File: config.mk
export PLATFORM = sky130hd
export DESIGN_NAME = fifo_drain_serializer_flat
export DESIGN_NICKNAME = d
export VERILOG_FILES = /design/src/rtl/fifo_pkg.sv /design/src/rtl/fifo_drain_serializer_if.sv /design/src/rtl/fifo_drain_serializer_word_byte_shifter.sv /design/src/rtl/fifo_drain_serializer.sv /design/src/flat_wrapper.sv
export SDC_FILE = /design/constraint.sdc
export NUM_CORES = 1
export LEC_CHECK = 0
export BUFFER_PORTS_ARGS = -buffer_cell sky130_fd_sc_hd__buf_2
export CORE_ASPECT_RATIO = 0.75
export CORE_MARGIN = 8
export CORE_UTILIZATION = 52
export DETAILED_ROUTE_END_ITERATION = 10
export HOLD_SLACK_MARGIN = 0.02
export PLACE_DENSITY_LB_ADDON = 0.25
export SYNTH_ARGS = -nofsm -noshare
export SYNTH_HDL_FRONTEND = slang
export SYNTH_HIERARCHICAL = 1
export SYNTH_SLANG_ARGS = --single-unit
File: constraint.sdc
create_clock -name clock -period 2 [get_ports clock]
set_input_delay 0.4 -clock clock [delete_from_list [all_inputs] [get_ports clock]]
set_output_delay 0.4 -clock clock [all_outputs]
set_load 0.05 [all_outputs]
File: src/rtl/fifo_pkg.sv
// -----------------------------------------------------------------------------
// fifo_pkg
// Shared definitions for the 8x32 FIFO buffer and its read/write controllers:
// word/byte geometry, FIFO depth, the drain FSM state encoding, and a helper
// that picks one byte out of a word in either transmit order.
// -----------------------------------------------------------------------------
package fifo_pkg;

    localparam int WORD_W         = 32;
    localparam int BYTE_W         = 8;
    localparam int BYTES_PER_WORD = WORD_W / BYTE_W;
    localparam int FIFO_DEPTH     = 8;
    localparam int IDX_W          = $clog2(BYTES_PER_WORD);

    typedef logic [WORD_W-1:0] word_t;
    typedef logic [BYTE_W-1:0] byte_t;
    typedef logic [IDX_W-1:0]  byte_idx_t;

    // Drain FSM: IDLE decides, REQ carries the read strobe, WAIT captures the
    // FIFO's registered output, SEND streams the bytes.
    typedef enum logic [1:0] {
        IDLE = 2'd0,
        REQ  = 2'd1,
        WAIT = 2'd2,
        SEND = 2'd3
    } drain_state_e;

    // Byte number idx of the transmit sequence. With MSB-first order the
    // position is mirrored; ~idx equals (BYTES_PER_WORD-1-idx) because the
    // byte count is a power of two.
    function automatic byte_t pick_byte(input word_t w, input byte_idx_t idx,
                                        input bit lsb_first);
        byte_idx_t pos;
        pos = lsb_first ? idx : ~idx;
        return w[BYTE_W*pos +: BYTE_W];
    endfunction

endpackage

File: src/rtl/fifo_drain_serializer_if.sv
// -----------------------------------------------------------------------------
// fifo_drain_serializer_if
// Byte-wide valid/ready stream carrying one byte per beat plus a last marker.
//   m_valid : producer has a byte on m_data
//   m_ready : consumer accepts the byte this cycle
//   m_data  : byte payload
//   m_last  : final byte of a word
// master = producer side, slave = consumer side.
// -----------------------------------------------------------------------------
interface fifo_drain_serializer_if;
    import fifo_pkg::*;

    logic  m_valid;
    logic  m_ready;
    byte_t m_data;
    logic  m_last;

    modport master (output m_valid, output m_data, output m_last, input m_ready);
    modport slave  (input m_valid, input m_data, input m_last, output m_ready);

endinterface

File: src/rtl/fifo_drain_serializer_word_byte_shifter.sv
// -----------------------------------------------------------------------------
// word_byte_shifter
// Holds one captured 32-bit word and walks through its four bytes.
//   clock, reset : clock and synchronous active-high reset
//   load_i       : capture word_i and restart at byte 0
//   word_i       : word to capture
//   advance_i    : current byte was accepted, move to the next one
//   byte_o       : current byte in the order chosen by LSB_FIRST
//   last_o       : current byte is the final one of the word
// -----------------------------------------------------------------------------
module word_byte_shifter
    import fifo_pkg::*;
#(
    parameter bit LSB_FIRST = 1'b1
) (
    input  logic  clock,
    input  logic  reset,
    input  logic  load_i,
    input  word_t word_i,
    input  logic  advance_i,
    output byte_t byte_o,
    output logic  last_o
);

    word_t     word_q;
    byte_idx_t idx_q;

    // NOTE: the word register is cleared on reset as well, so a byte left
    // over from an aborted word can never reappear on the output.
    always_ff @(posedge clock) begin
        if (reset) begin
            word_q <= '0;
            idx_q  <= '0;
        end else if (load_i) begin
            word_q <= word_i;
            idx_q  <= '0;
        end else if (advance_i) begin
            idx_q  <= idx_q + 1'b1;
        end
    end

    assign byte_o = pick_byte(word_q, idx_q, LSB_FIRST);
    assign last_o = (idx_q == IDX_W'(BYTES_PER_WORD - 1));

endmodule

File: src/rtl/fifo_drain_serializer.sv
// -----------------------------------------------------------------------------
// fifo_drain_serializer
// Read-side controller for the 8x32 FIFO: issues one read pulse per word,
// captures the FIFO's registered data output and streams it as four bytes.
//   clock, reset   : clock and synchronous active-high reset
//   drain_en_i     : permits starting a new word fetch
//   fifo_empty_i   : FIFO empty flag, looked at only in IDLE
//   fifo_read_o    : registered read strobe, one cycle per word
//   fifo_data_i    : FIFO data_out, valid the cycle after the read edge
//   m_if           : byte stream out (master modport)
//   busy_o         : FSM is anywhere but IDLE
//   words_sent_o   : count of fully transmitted words, wraps silently
// -----------------------------------------------------------------------------
module fifo_drain_serializer
    import fifo_pkg::*;
#(
    parameter bit LSB_FIRST = 1'b1,
    parameter int CNT_W     = 16
) (
    input  logic                      clock,
    input  logic                      reset,
    input  logic                      drain_en_i,
    input  logic                      fifo_empty_i,
    output logic                      fifo_read_o,
    input  word_t                     fifo_data_i,
    fifo_drain_serializer_if.master   m_if,
    output logic                      busy_o,
    output logic [CNT_W-1:0]          words_sent_o
);

    drain_state_e     state_q, state_d;
    logic             fifo_read_q, fifo_read_d;
    logic [CNT_W-1:0] words_sent_q, words_sent_d;

    logic  load_word;
    logic  byte_accept;
    byte_t cur_byte;
    logic  cur_last;
    logic  sending;

    // NOTE: every variable driven here gets a default before the case, so
    // no path through the block can leave one unassigned and infer a latch.
    always_comb begin
        state_d      = state_q;
        fifo_read_d  = 1'b0;
        words_sent_d = words_sent_q;
        load_word    = 1'b0;
        byte_accept  = 1'b0;

        case (state_q)
            IDLE: begin
                if (drain_en_i && !fifo_empty_i) begin
                    state_d     = REQ;
                    fifo_read_d = 1'b1;   // strobe is high during REQ only
                end
            end
            REQ: begin
                state_d = WAIT;
            end
            WAIT: begin
                load_word = 1'b1;         // FIFO data_out is valid now
                state_d   = SEND;
            end
            SEND: begin
                byte_accept = m_if.m_ready;
                if (m_if.m_ready && cur_last) begin
                    words_sent_d = words_sent_q + 1'b1;
                    state_d      = IDLE;
                end
            end
            default: begin
                state_d = IDLE;
            end
        endcase
    end

    // NOTE: state registers use non-blocking assignments so every flop
    // samples the values from before this edge, independent of block order.
    always_ff @(posedge clock) begin
        if (reset) begin
            state_q      <= IDLE;
            fifo_read_q  <= 1'b0;
            words_sent_q <= '0;
        end else begin
            state_q      <= state_d;
            fifo_read_q  <= fifo_read_d;
            words_sent_q <= words_sent_d;
        end
    end

    word_byte_shifter #(
        .LSB_FIRST (LSB_FIRST)
    ) u_shifter (
        .clock     (clock),
        .reset     (reset),
        .load_i    (load_word),
        .word_i    (fifo_data_i),
        .advance_i (byte_accept),
        .byte_o    (cur_byte),
        .last_o    (cur_last)
    );

    // Stream outputs depend only on registered state, never on m_ready, and
    // are forced to zero outside SEND.
    assign sending      = (state_q == SEND);
    assign m_if.m_valid = sending;
    assign m_if.m_data  = sending ? cur_byte : '0;
    assign m_if.m_last  = sending && cur_last;

    assign fifo_read_o  = fifo_read_q;
    assign busy_o       = (state_q != IDLE);
    assign words_sent_o = words_sent_q;

endmodule

File: src/flat_wrapper.sv
// flat-port wrapper written by rule: the top's interface ports become plain ports
module fifo_drain_serializer_flat import fifo_pkg::*;
#(
    parameter bit LSB_FIRST = 1'b1,
    parameter int CNT_W     = 16
)
  (clock, reset, drain_en_i, fifo_empty_i, fifo_read_o, fifo_data_i, busy_o, words_sent_o, m_if_m_valid, m_if_m_data, m_if_m_last, m_if_m_ready);
  fifo_drain_serializer_if m_if_i ();
  input  logic clock;
  input  logic reset;
  input  logic drain_en_i;
  input  logic fifo_empty_i;
  output logic fifo_read_o;
  input  word_t fifo_data_i;
  output logic busy_o;
  output logic [CNT_W-1:0] words_sent_o;
  output wire logic [$bits(m_if_i.m_valid)-1:0] m_if_m_valid;
  output wire logic [$bits(m_if_i.m_data)-1:0] m_if_m_data;
  output wire logic [$bits(m_if_i.m_last)-1:0] m_if_m_last;
  input wire logic [$bits(m_if_i.m_ready)-1:0] m_if_m_ready;
  assign m_if_m_valid = m_if_i.m_valid;
  assign m_if_m_data = m_if_i.m_data;
  assign m_if_m_last = m_if_i.m_last;
  assign m_if_i.m_ready = m_if_m_ready;
  fifo_drain_serializer #(.LSB_FIRST(LSB_FIRST), .CNT_W(CNT_W)) u_core (.clock(clock), .reset(reset), .drain_en_i(drain_en_i), .fifo_empty_i(fifo_empty_i), .fifo_read_o(fifo_read_o), .fifo_data_i(fifo_data_i), .m_if(m_if_i), .busy_o(busy_o), .words_sent_o(words_sent_o));
endmodule
* Yosys cells after proc, flatten, opt, wreduce, memory -nomap -nowiden
Index checks and enable logic that the tools add are counted.
** Word-level totals
- Word-level logic and storage cells :: 32
- Register bits after elaboration :: 53
** Cells by class
- Reduce and logical (&&, ||, !) cells :: 10
- Add/subtract/negate cells :: 2
- Multiplexer cells :: 7
- Shifts and indexed selects :: 1
- Equality and inequality tests :: 6
- Bitwise operators :: 1
** Operators with widths (count)
- $shiftx A32 B6 Y8 :: 1
- $add A16 B1 Y16 const B :: 1
- $mux W8 :: 1
- $pmux W2 S4 :: 1
- $eq A2 B2 Y1 const B :: 3
- $mux W2 :: 2
- $reduce_and A2 Y1 :: 2
- $reduce_or A2 Y1 :: 2
- $logic_and A1 B1 Y1 :: 3
- $mux W1 :: 3
- $add A2 B1 Y2 const B :: 1
- $eq A2 B1 Y1 const B :: 1
- $logic_not A2 Y1 :: 1
- $ne A2 B1 Y1 const B :: 1
- $ne A2 B2 Y1 const B :: 1
- $reduce_bool A2 Y1 :: 1
- $logic_not A1 Y1 :: 1
- $not A1 Y1 :: 1

* Logic depth before layout (Yosys ltp)
Gate-level depths: netlist (run 1).
- Depth in word-level cells :: 4
- Depth in mapped cells :: 6

* Hierarchy
Netlist (run 1), hierarchy kept.
** By module, submodules not included
- word_byte_shifter :: instances 1, cells each 121, area an instance 1417.6 um^2
- fifo_drain_serializer :: instances 1, cells each 113, area an instance 964.7 um^2

* Worst setup path after synthesis (run 1)
No wires, ideal clock.
- Path type :: register to register
- Start :: register u_core.state_q[1]
- End :: register u_core.words_sent_q[12], in the netlist u_core/words_sent_o[12]
- Cell stages (with the launch flop) :: 6
- Required time :: 1930 ps
- Path slack :: -204 ps
- Data arrival time :: 2134 ps
- Library setup time :: 70 ps
- Cells stage by stage :: dfxtp_1 -> ha_1 -> nand4_1 -> or4_4 -> or3_1 -> a21oi_1
** On the way
- Word-level cells in the longest chain between the ends :: 2
** Ends and longest elaborated chain
- start: declaration :: RTL line fifo_drain_serializer.sv:31 : drain_state_e state_q, state_d;
- start signal: assignment :: RTL line fifo_drain_serializer.sv:85 : state_q <= state_d;
- $eq A2 B2 Y1
- named net m_if_m_valid :: RTL line flat_wrapper.sv:17 : output wire logic [$bits(m_if_i.m_valid)-1:0] m_if_m_valid;
- $reduce_and A2 Y1 (no source line)
- end signal: assignment :: RTL line fifo_drain_serializer.sv:87 : words_sent_q <= words_sent_d;
- end: declaration :: RTL line fifo_drain_serializer.sv:33 : logic [CNT_W-1:0] words_sent_q, words_sent_d;
The timed path passes the listed nets, and every way through them passes these cells.
A chain may end at the register's enable or synchronous reset.

* Final worst setup path (run 1)
- Start :: register u_core.u_shifter.idx_q[0]
- End :: output port m_if_m_data[7]
** On the way
- Word-level cells in the longest chain between the ends :: 2
** Ends and longest elaborated chain
- start: declaration :: RTL line fifo_drain_serializer_word_byte_shifter.sv:26 : byte_idx_t idx_q;
- start signal: assignment :: RTL line fifo_drain_serializer_word_byte_shifter.sv:38 : idx_q <= idx_q + 1'b1;
- $shiftx A32 B6 Y8 :: RTL line fifo_pkg.sv:35 : return w[BYTE_W*pos +: BYTE_W];
- named net u_core.cur_byte[7] :: RTL line fifo_drain_serializer.sv:37 : byte_t cur_byte;
- $mux W8 :: RTL line fifo_drain_serializer.sv:107 : assign m_if.m_data = sending ? cur_byte : '0;
- end: declaration :: RTL line flat_wrapper.sv:18 : output wire logic [$bits(m_if_i.m_data)-1:0] m_if_m_data;
The timed path passes the listed nets, and every way through them passes these cells.

==> metrics.log, run 1 <==
INFO  metric ys_ff_latch = 53
INFO  metric die_height = 74.6 um
INFO  metric outcome = complete, no violations
INFO  metric route.final.wire_length = about 5100 um
INFO  metric crit_path_cell_trace = buf_6 -> mux4_2 -> and2_4 -> buf_8
INFO  metric worst_setup_hold_path_clk_slew = about 0.090 ns
INFO  metric grt-ovfl-total = 0
INFO  metric ys_seq_area_share = 44.5%
INFO  metric post-synth-top-area-cell = sky130_fd_sc_hd__dfxtp_1
INFO  metric grt_use_met1 = between 15 and 20%
INFO  metric antenna_violating_nets_post_route = 0
INFO  metric detail_route.first_pass.iterations = 4
INFO  metric r2r_slack = 0.18 ns
INFO  metric critPathSlowestCell = sky130_fd_sc_hd__mux4_2
INFO  metric clock_sink_count = between 50 and 60
INFO  metric synth_largest_type_area_fraction = roughly 45%
INFO  metric drc_violations = 0
INFO  metric max_cap_viol_count = 0
INFO  metric io_pins = 65
INFO  metric ys.flop_type = sky130_fd_sc_hd__dfxtp_1
INFO  metric grt_setup_unrepaired = yes
INFO  metric fill_cells = between 300 and 400
INFO  metric fp.dieW = 94.2 um
INFO  metric cp_data_arrival_time = 1.58 ns
INFO  metric cell_internal_pwr = ~1.9 mW
INFO  metric power.net_switching = between 0.8 and 0.9 mW
INFO  metric cts_buffers = 5
INFO  metric yosys-top-cells-count = 53 x sky130_fd_sc_hd__dfxtp_1, 47 x sky130_fd_sc_hd__nor2_1, 35 x sky130_fd_sc_hd__mux2i_1, 10 x sky130_fd_sc_hd__and2_1, 10 x sky130_fd_sc_hd__xnor2_1
INFO  metric final-hold-violation-count = 0
INFO  metric area_growth_syn_to_layout = 25.2%
INFO  metric synth_cell_types = 30
INFO  metric clock_tree.buffer_depth = 2
INFO  metric drive_above_1_share = between 30 and 40%
INFO  metric finalCriticalPeriod = slightly below 2 ns
INFO  metric critical-path-max-stage-delay = approximately 0.5 ns
INFO  metric core_area = roughly 4400 um2
INFO  metric synthesis.area = around 2400 um2
INFO  metric design.die.area = 7030 um2
INFO  metric vdd.ir_drop.worst = between 0.0007 and 0.0008 V
INFO  metric synthesis.instances = around 230
INFO  metric maxSlewHeadroom = ~72%
INFO  metric period_utilization_post_route = roughly 99%
INFO  metric use_met3 = around 5.4%
INFO  metric num_vias = between 1500 and 2000
INFO  metric final_worst_clock_skew = roughly 0.0058 ns
INFO  metric worstPathMaxFanout = 5
INFO  metric grt.met2_usage = between 20% and 30%
INFO  metric worst-endpoint-required = 1.60 ns
INFO  metric crit_path_capture_type = output pin
INFO  metric grt_pass1_vias = about 1900
INFO  metric pwr-share-seq = a little under half
INFO  metric post_route_total_power = around 2.7 mW
INFO  metric total_leakage_power = ~1.2 nW
INFO  metric grt_max_degree = 45
INFO  metric worstHoldPathType = primary input to register
INFO  metric drtIter0Drc = 91
INFO  metric power_per_cell_area = 916 nW/um2
INFO  metric clock_tree.root_cell = sky130_fd_sc_hd__clkbuf_8
INFO  metric timing_worst_slew_pin_value = approximately 0.4 ns
INFO  metric gr-max-usage-layer = met2
INFO  metric start_util = 53.6%
INFO  metric netSwitchingFraction = between 30% and 40%
INFO  metric critical_path.startpoint_type = register
INFO  metric worstSetupPathType = register to output pin
INFO  metric gp_congestion = a little under 0.8
INFO  metric detailed_place_hpwl = around 3700 um
INFO  metric insertedDiodeCount = 0
INFO  metric final.hold.worst_slack = between 0.3 and 0.4 ns
INFO  metric design.final.nets = ~350
INFO  metric final_design_area_no_fill = approximately 3000 um2
INFO  metric yosys_warnings = 6
INFO  metric detailed_route_wire_length_per_cell = ~14 um
INFO  metric grt.total_usage = around 15%
INFO  metric placement.io_buffers = 64
INFO  metric vias_per_cell = 5.08
INFO  metric initial_antenna_violation_count = 0
INFO  metric drv_slew = 0
INFO  metric synthesis.area_per_instance = 10.2 um2
INFO  metric async_reset_ff_share = 0%
INFO  metric worst_skew_pair.late_latency = roughly 0.29 ns
INFO  metric synth_area_leaders = sky130_fd_sc_hd__dfxtp_1 45%, sky130_fd_sc_hd__mux2i_1 15%, sky130_fd_sc_hd__mux4_2 7.6%, sky130_fd_sc_hd__nor2_1 7.4%, sky130_fd_sc_hd__xnor2_1 3.7%
INFO  metric yosysMostFrequentCell = sky130_fd_sc_hd__dfxtp_1
INFO  metric postPlaceCellArea = roughly 2800 um2
INFO  metric cts_tree = done
INFO  metric synth-edff-count = 0
INFO  metric grt_pass1_wl = approximately 8500 um
INFO  metric cts.htree.levels = 2
INFO  metric postSynthNetCount = ~280
INFO  metric power.combinational.fraction = 31.8%
INFO  metric power_share_of_the_clock_group = 20.6%
INFO  metric setup-violations-final = 0
INFO  metric fmax = between 500 and 600 MHz
INFO  metric std_cell_rows = 21
worst max-delay path: cells and delay by family (launching register included):
family / cells / cell delay, ns
flops: 1 / 0.36
mux: 1 / 0.49
simple gates: 1 / 0.16
buf+inv: 2 / 0.28
final timing paths:
check / from / to / cells after the start
worst max register to register: u_core/u_shifter/idx_q[0] / u_core/words_sent_o[15] / 6
worst max-delay path: u_core/u_shifter/idx_q[0] / m_if_m_data[7] / 4
worst min register to register: u_core/u_shifter/word_q[16] / u_core/u_shifter/word_q[16] / 2
worst min-delay path: fifo_data_i[17] / u_core/u_shifter/word_q[17] / 3
layer usage:
metal  share of wire [%]  vias to the layer above
li1                    -                      938
met1                  48                      849
met2                  44                       38
met3                 6.8                        4
met4                0.71                        0
met5                   0                        -
kinds of logic (layout without fill, tap and decap cells):
logic type	after synthesis	in the layout	synth area share [%]
buffers and inverters	19	88	4.73
XOR/XNOR	11	11	4.04
AO/OA/AOI/OAI	10	10	2.31
AND/OR/NAND/NOR	91	91	18.5
multiplexers	44	44	22.7
adder cells (fa/ha/maj)	6	6	3.15
flip-flops	53	53	44.5
sequential cells by signal, indices dropped and copies added, names as in the netlist:
register and cells:
u_core/words_sent_o 16, u_core/u_shifter/idx_q 2, u_core/fifo_read_o 1, u_core/state_q 2
u_core/u_shifter/word_q 32
cell usage in the layout (no fill, tap or decap), types with 2 or more instances in the layout:
| cell type | n |
|---|---|
| sky130_fd_sc_hd__nor3_1 | 7 |
| sky130_fd_sc_hd__buf_12 | 2 |
| sky130_fd_sc_hd__dfxtp_1 | 50 |
| sky130_fd_sc_hd__buf_4 | 6 |
| sky130_fd_sc_hd__nand3_1 | 3 |
| sky130_fd_sc_hd__mux2i_1 | 35 |
| sky130_fd_sc_hd__dfxtp_2 | 3 |
| sky130_fd_sc_hd__o21ai_0 | 4 |
| sky130_fd_sc_hd__ha_1 | 4 |
| sky130_fd_sc_hd__inv_1 | 6 |
| sky130_fd_sc_hd__nand2_1 | 5 |
| sky130_fd_sc_hd__nand3_2 | 2 |
| sky130_fd_sc_hd__nand4_1 | 5 |
| sky130_fd_sc_hd__buf_2 | 55 |
| sky130_fd_sc_hd__buf_8 | 8 |
| sky130_fd_sc_hd__or3_1 | 4 |
| sky130_fd_sc_hd__buf_6 | 2 |
| sky130_fd_sc_hd__and2_1 | 2 |
| sky130_fd_sc_hd__a21oi_1 | 4 |
| sky130_fd_sc_hd__and2_4 | 8 |
| sky130_fd_sc_hd__clkbuf_8 | 5 |
| sky130_fd_sc_hd__nor2_1 | 47 |
| sky130_fd_sc_hd__xnor2_1 | 10 |
| sky130_fd_sc_hd__nor4_1 | 4 |
| sky130_fd_sc_hd__clkbuf_1 | 3 |
| sky130_fd_sc_hd__mux4_2 | 8 |
| sky130_fd_sc_hd__ha_2 | 2 |
power by group through the flow:
stage	Clock (mW)	Combinational (mW)	Sequential, mW
final	0.563	0.870	1.30
after global routing	0.624	0.967	1.32
after CTS	0.579	0.869	1.30
after detailed placement	0	0.857	1.32
after global placement	0	0.836	1.32
after floorplan	0	0.714	1.30
per-stage QoR:
stage	std cells	TNS [ns]	utilization [%]	setup WS, ns
floorplan	234	0	-	0.0203
global placement	350	0	62.5	0.233
detailed placement	350	0	62.5	0.214
CTS	359	-0.0115	66.2	-0.0115
global route	360	-0.235	67.2	-0.0445
finish	360	0	67.2	0.0183
cell type report:
| cell class | count | area (um2) | area share (%) |
|---|---|---|---|
| Multi-Input combinational cell | 162 | 1230 | 41.4 |
| Sequential cell | 53 | 1060 | 35.7 |
| Inverter | 6 | 22.5 | 0.755 |
| Clock buffer | 8 | 80.1 | 2.68 |
| Timing Repair Buffer | 74 | 510 | 17.1 |
| Tap cell | 57 | 71.3 | 2.39 |
timing repair:
| action | in CTS | in global routing |
|---|---|---|
| pin swaps | 2 | 6 |
| setup buffers | 1 | 1 |
| hold buffers | 0 | 0 |
| setup endpoints to repair | 8 | 9 |
| resized for setup | 25 | 11 |
(Power assumes the default switching activity.)
==> run 2, diff against run 1 <==
Settings changed: PLACE_DENSITY from default to 0.79, PLACE_DENSITY_LB_ADDON 0.25 to default.
==> metrics.log, run 2 (same netlist as run 1, synthesis figures left out) <==
INFO  metric detailed_place_hpwl = approximately 3800 um
INFO  metric cp_data_arrival_time = approximately 1.6 ns
INFO  metric antenna_violating_nets_post_route = 0
INFO  metric grt-ovfl-total = 0
INFO  metric max_ffs_per_register = 32
INFO  metric clock_tree.root_cell = sky130_fd_sc_hd__clkbuf_8
INFO  metric grt_pass1_wl = around 8600 um
INFO  metric core_utilization_of_the_finished_layout = around two thirds
INFO  metric fmax = 500 MHz
INFO  metric vias_per_cell = 5.17
INFO  metric post-place-ws = around 0.19 ns
INFO  metric setup-violations-final = 1
INFO  metric worst_skew_pair.late_latency = a little over 0.3 ns
INFO  metric crit_path_capture_type = output pin
INFO  metric worstHoldPathType = primary input to register
INFO  metric timing_worst_slew_pin_value = approximately 0.46 ns
INFO  metric final.hold.worst_slack = 0.322 ns
INFO  metric final_cell_mix = 55 x sky130_fd_sc_hd__buf_2, 50 x sky130_fd_sc_hd__dfxtp_1, 47 x sky130_fd_sc_hd__nor2_1
INFO  metric design.die.area = about 7000 um2
INFO  metric start_util = a little over half
INFO  metric outcome = complete, but fails checks
INFO  metric io_pins = 65
INFO  metric grt_pass1_vias = ~1900
INFO  metric total_leakage_power = approximately 1.2 nW
INFO  metric mostFrequentLayoutCell = sky130_fd_sc_hd__buf_2
INFO  metric r2r_slack = 0.26 ns
INFO  metric worst_slack = -0.000292 ns
INFO  metric postPlaceCellArea = between 2000 and 3000 um2
INFO  metric number_of_cells_in_the_design_after_placement = 350
INFO  metric fill_cells = between 300 and 400
INFO  metric gp_congestion = slightly below 0.8
INFO  metric max_cap_viol_count = 0
INFO  metric final-hold-violation-count = 0
INFO  metric cts_tree = done
INFO  metric regMostFlops = u_core/u_shifter/word_q
INFO  metric stdcell_count = 358
INFO  metric core_area = 4440 um2
INFO  metric worst_setup_path_endpoint = m_if_m_data[4]
INFO  metric drv_slew = 0
INFO  metric worst_setup_hold_path_clk_slew = roughly 0.10 ns
INFO  metric cts.htree.levels = 2
INFO  metric insertedDiodeCount = 0
INFO  metric route.final.wire_length = approximately 5200 um
INFO  metric std_cell_rows = 21
INFO  metric detail_route.first_pass.iterations = 4
INFO  metric critical_path.startpoint_type = register
INFO  metric worstPathMaxFanout = 4
INFO  metric timing.setup.tns = -0.000292 ns
INFO  metric die_height = around 75 um
INFO  metric area_growth_syn_to_layout = 25.2%
INFO  metric rr_worst_depth = 5
INFO  metric worstSetupPathType = register to output pin
INFO  metric worst-endpoint-required = approximately 1.6 ns
INFO  metric vdd.ir_drop.worst = between 0.0004 and 0.0005 V
INFO  metric post_route_total_power = roughly 2.8 mW
INFO  metric drtIter0Drc = 106
INFO  metric rr_endpoint = u_core/words_sent_o[15]
INFO  metric grt.total_usage = between 10% and 20%
INFO  metric power_per_cell_area = around 930 nW/um2
INFO  metric violated_checks = setup timing
INFO  metric period_utilization_post_route = 100%
INFO  metric final_design_area_no_fill = just under 3000 um2
INFO  metric drc_violations = 0
INFO  metric detailed_route_wire_length_per_cell = ~15 um
INFO  metric grt_max_degree = 37
INFO  metric r2r-start = u_core/state_q[1]
INFO  metric finalCriticalPeriod = around 2 ns
INFO  metric maxSlewHeadroom = 68.9%
INFO  metric clock_tree.buffer_depth = 2
INFO  metric cp-startpoint = u_core/u_shifter/idx_q[0]
INFO  metric drive_above_1_share = 34.9%
INFO  metric fp.dieW = around 94 um
INFO  metric initial_antenna_violation_count = 0
INFO  metric clock_sink_count = 53
INFO  metric final_worst_clock_skew = 0.0131 ns
INFO  metric cts_buffers = 5
INFO  metric placement.io_buffers = between 60 and 70
INFO  metric grt_setup_unrepaired = yes
INFO  metric design.final.nets = between 300 and 400
INFO  metric num_vias = 1850
run 2: worst max-delay path: stages (launching register included):
cell	delay, ns
sky130_fd_sc_hd__dfxtp_4	0.38
sky130_fd_sc_hd__buf_6	0.12
sky130_fd_sc_hd__mux4_2	0.49
sky130_fd_sc_hd__and2_4	0.17
sky130_fd_sc_hd__buf_6	0.14
run 2: area by class of cell:
cell class	count	area, um2	share of cell area (%)
Sequential cell	53	1070	35.8
Clock buffer	6	82.6	2.77
Inverter	6	22.5	0.755
Clock inverter	2	13.8	0.461
Tap cell	57	71.3	2.39
Multi-Input combinational cell	162	1230	41.4
Timing Repair Buffer	72	492	16.5
run 2: power breakdown:
group	switching (mW)	internal (mW)
clock	0.340	0.281
sequential	0.0899	1.21
combinational	0.460	0.406
run 2: how the worst min path moves through the flow:
stage	from	endpoint	slack [ns]	cells after the start
final	fifo_data_i[4]	u_core/u_shifter/word_q[4]	0.32	3
after global routing	fifo_data_i[3]	u_core/u_shifter/word_q[3]	0.33	3
after detailed placement	u_core/u_shifter/word_q[2]	u_core/u_shifter/word_q[2]	0.48	2
after global placement	u_core/u_shifter/word_q[28]	u_core/u_shifter/word_q[28]	0.47	2
after floorplan	u_core/u_shifter/word_q[16]	u_core/u_shifter/word_q[16]	0.45	2
after CTS	fifo_data_i[4]	u_core/u_shifter/word_q[4]	0.32	3
run 2: routing by layer:
layer	track usage [%]	wire [um]	vias to the layer above	share of wire, %
met4	6.30	63	0	1.2
li1	-	-	937	-
met5	0	0	-	0
met1	18.9	2420	866	46
met2	25.5	2490	42	47
met3	3.88	266	5	5.1
run 2: timing repair:
action | 4_1_cts | 5_1_grt
endpoints found under the setup margin | 8 | 9
resized for setup | 27 | 9
hold buffers | 0 | 0
setup buffers | 0 | 0
pin swaps | 4 | 2
hold endpoints to repair | 0 | 0
==> run 3, diff against run 2 <==
Settings changed: CORE_UTILIZATION 52 to 45, PLACE_DENSITY 0.79 to 0.7.
==> metrics.log, run 3 (same netlist as run 1, synthesis figures left out) <==
INFO  metric std_cell_rows = 23
INFO  metric start_util = a little under half
INFO  metric clock_sink_count = 53
INFO  metric drc_violations = 0
INFO  metric r2r-start = u_core/u_shifter/idx_q[0]
INFO  metric die_height = ~79 um
INFO  metric post-place-ws = roughly 0.20 ns
INFO  metric critical_path_depth = 4
INFO  metric cts.htree.levels = 2
INFO  metric cp-startpoint = u_core/u_shifter/idx_q[0]
INFO  metric setup-violations-final = 0
INFO  metric design.die.area = ~7900 um2
INFO  metric grt-ovfl-total = 0
INFO  metric worst_skew_pair.late_latency = around 0.31 ns
INFO  metric number_of_cells_in_the_design_after_placement = between 300 and 400
INFO  metric postPlaceCellArea = 2790 um2
INFO  metric placement.io_buffers = 64
INFO  metric max_ffs_per_register = 32
INFO  metric cts_buffers = 5
INFO  metric worstHoldPathType = primary input to register
INFO  metric fmax = between 500 and 600 MHz
INFO  metric vias_per_cell = just under 5
INFO  metric cpLargestDelayFamily = multiplexers
INFO  metric drive_above_1_share = 35.5%
INFO  metric core_area = around 5200 um2
INFO  metric critical-path-max-stage-delay = ~0.5 ns
INFO  metric worstSetupPathType = register to output pin
INFO  metric final_design_area_no_fill = just over 3000 um2
INFO  metric area_growth_syn_to_layout = 27.3%
INFO  metric cts_tree = done
INFO  metric critPathSlowestCell = sky130_fd_sc_hd__mux4_2
INFO  metric stdcell_count = roughly 380
INFO  metric gp_congestion = between 0.7 and 0.8
INFO  metric route.final.wire_length = roughly 5300 um
INFO  metric worst_slack = roughly 0.00027 ns
INFO  metric final-hold-violation-count = 0
INFO  metric detailed_route_wire_length_per_cell = 13.9 um
INFO  metric fp.dieW = around 100 um
INFO  metric maxSlewHeadroom = between 70% and 80%
INFO  metric crit_path_capture_type = output pin
INFO  metric r2r_slack = between 0.15 and 0.2 ns
INFO  metric final_worst_clock_skew = around 0.014 ns
INFO  metric cp_data_arrival_time = around 1.6 ns
INFO  metric initial_antenna_violation_count = 0
INFO  metric detail_route.first_pass.iterations = 4
INFO  metric crit_path_cell_trace = buf_6 -> mux4_2 -> and2_4 -> buf_8
INFO  metric worstPathBufferInverterCount = 2
INFO  metric rr_worst_depth = 6
INFO  metric mostFrequentLayoutCell = sky130_fd_sc_hd__buf_2
INFO  metric clock_tree.root_cell = sky130_fd_sc_hd__clkbuf_8
INFO  metric worst_setup_hold_path_clk_slew = roughly 0.1 ns
INFO  metric cts_hold_buffers = 0
INFO  metric max_cap_viol_count = 0
INFO  metric regMostFlops = u_core/u_shifter/word_q
INFO  metric final_cell_mix = 55 x sky130_fd_sc_hd__buf_2, 50 x sky130_fd_sc_hd__dfxtp_1, 47 x sky130_fd_sc_hd__nor2_1
INFO  metric multiInputGateArea = between 1000 and 1500 um2
INFO  metric power_per_cell_area = between 900 and 1000 nW/um2
INFO  metric io_pins = 65
INFO  metric total_area_of_sequential_cells = ~1100 um2
INFO  metric grt_pass1_wl = 8720 um
INFO  metric fill_cells = slightly above 500
INFO  metric rr_endpoint = u_core/words_sent_o[12]
INFO  metric grt_max_degree = 31
INFO  metric antenna_violating_nets_post_route = 0
INFO  metric design.final.nets = about 350
INFO  metric num_vias = 1842
INFO  metric finalCriticalPeriod = around 2.0 ns
INFO  metric total_leakage_power = around 1.2 nW
INFO  metric timing_worst_slew_pin_value = ~0.44 ns
INFO  metric vdd.ir_drop.worst = 0.000491 V
INFO  metric grt_pass1_vias = around 1900
INFO  metric worst_setup_path_endpoint = m_if_m_data[5]
INFO  metric detailed_place_hpwl = just under 4000 um
INFO  metric drv_slew = 0
INFO  metric drtIter0Drc = 38
INFO  metric critical_path.startpoint_type = register
INFO  metric worst-endpoint-required = 1.60 ns
INFO  metric grt.total_usage = ~14%
INFO  metric grt_setup_unrepaired = yes
INFO  metric period_utilization_post_route = ~100%
INFO  metric clock_tree.buffer_depth = 2
INFO  metric insertedDiodeCount = 0
INFO  metric outcome = complete, no violations
INFO  metric worstPathMaxFanout = 5
-- run 3: cell types whose count changed in the layout (fill, tap and decap cells not counted) --
cell | before | now
sky130_fd_sc_hd__clkbuf_4 | 1 | 0
sky130_fd_sc_hd__buf_4 | 4 | 9
sky130_fd_sc_hd__inv_6 | 0 | 1
sky130_fd_sc_hd__bufinv_16 | 0 | 1
sky130_fd_sc_hd__clkbuf_8 | 6 | 5
sky130_fd_sc_hd__dfxtp_4 | 1 | 0
sky130_fd_sc_hd__buf_6 | 3 | 2
sky130_fd_sc_hd__clkinv_4 | 1 | 0
sky130_fd_sc_hd__buf_8 | 7 | 8
sky130_fd_sc_hd__dfxtp_2 | 2 | 3
sky130_fd_sc_hd__buf_12 | 2 | 1
-- run 3: what timing repair did --
action                                  in CTS  in global routing
buffers inserted                             2                  0
pin swaps                                    8                  0
cloned                                       0                  0
gates resized for setup                     35                  2
endpoints found under the setup margin       8                  9
-- run 3: layout make-up --
| class | instances | area share, % |
|---|---|---|
| Multi-Input combinational cell | 162 | 40.7 |
| Sequential cell | 53 | 35.1 |
| Timing Repair Buffer | 75 | 16.7 |
| Clock inverter | 3 | 1.44 |
| Inverter | 6 | 0.743 |
| Clock buffer | 5 | 2.27 |
| Tap cell | 75 | 3.09 |
-- run 3: power by group --
part	leakage [nW]	switching, mW	internal [mW]
Clock	0.0585	0.354	0.375
Combinational	0.721	0.454	0.408
Sequential	0.430	0.0897	1.21
Total	1.21	0.897	1.99
-- run 3: worst min-delay path by stage --
| stage | slack [ns] | startpoint | cells past startpoint | endpoint |
|---|---|---|---|---|
| 2_1_floorplan | 0.45 | u_core/u_shifter/word_q[16] | 2 | u_core/u_shifter/word_q[16] |
| 3_3_place_gp | 0.47 | u_core/words_sent_o[15] | 2 | u_core/words_sent_o[15] |
| 3_5_place_dp | 0.48 | u_core/u_shifter/word_q[12] | 2 | u_core/u_shifter/word_q[12] |
| 4_1_cts | 0.31 | fifo_data_i[17] | 3 | u_core/u_shifter/word_q[17] |
| 5_1_grt | 0.31 | fifo_data_i[25] | 3 | u_core/u_shifter/word_q[25] |
| 6_report | 0.32 | fifo_data_i[17] | 3 | u_core/u_shifter/word_q[17] |
-- run 3: metrics by stage --
stage | total power [mW] | hold slack [ns] | TNS, ns | util [%]
2_1_floorplan | 2.01 | 0.455 | 0 | -
6_report | 2.89 | 0.316 | 0 | 57.9
3_3_place_gp | 2.15 | 0.467 | 0 | 53.3
4_1_cts | 2.92 | 0.309 | -0.0597 | 57.9
3_5_place_dp | 2.17 | 0.482 | 0 | 53.3
5_1_grt | 3.07 | 0.310 | -0.419 | 57.9
-- run 3: layer usage --
| metal | wire [um] | share of wire, % | global-route usage (%) | vias up |
|---|---|---|---|---|
| met5 | 0 | 0 | 0 | - |
| met2 | 2420 | 46 | 22.9 | 38 |
| li1 | - | - | - | 945 |
| met1 | 2530 | 48 | 16.4 | 853 |
| met4 | 64 | 1.2 | 5.26 | 0 |
| met3 | 259 | 4.9 | 4.54 | 6 |
-- run 3: worst reg2reg max path: cells and delay by family (launching register included) --
kind	cells	cell delay, ns
fa+ha+maj	1	0.20
flops	1	0.37
buf+inv	1	0.11
simple gates	3	0.93
compound gates	1	0.14
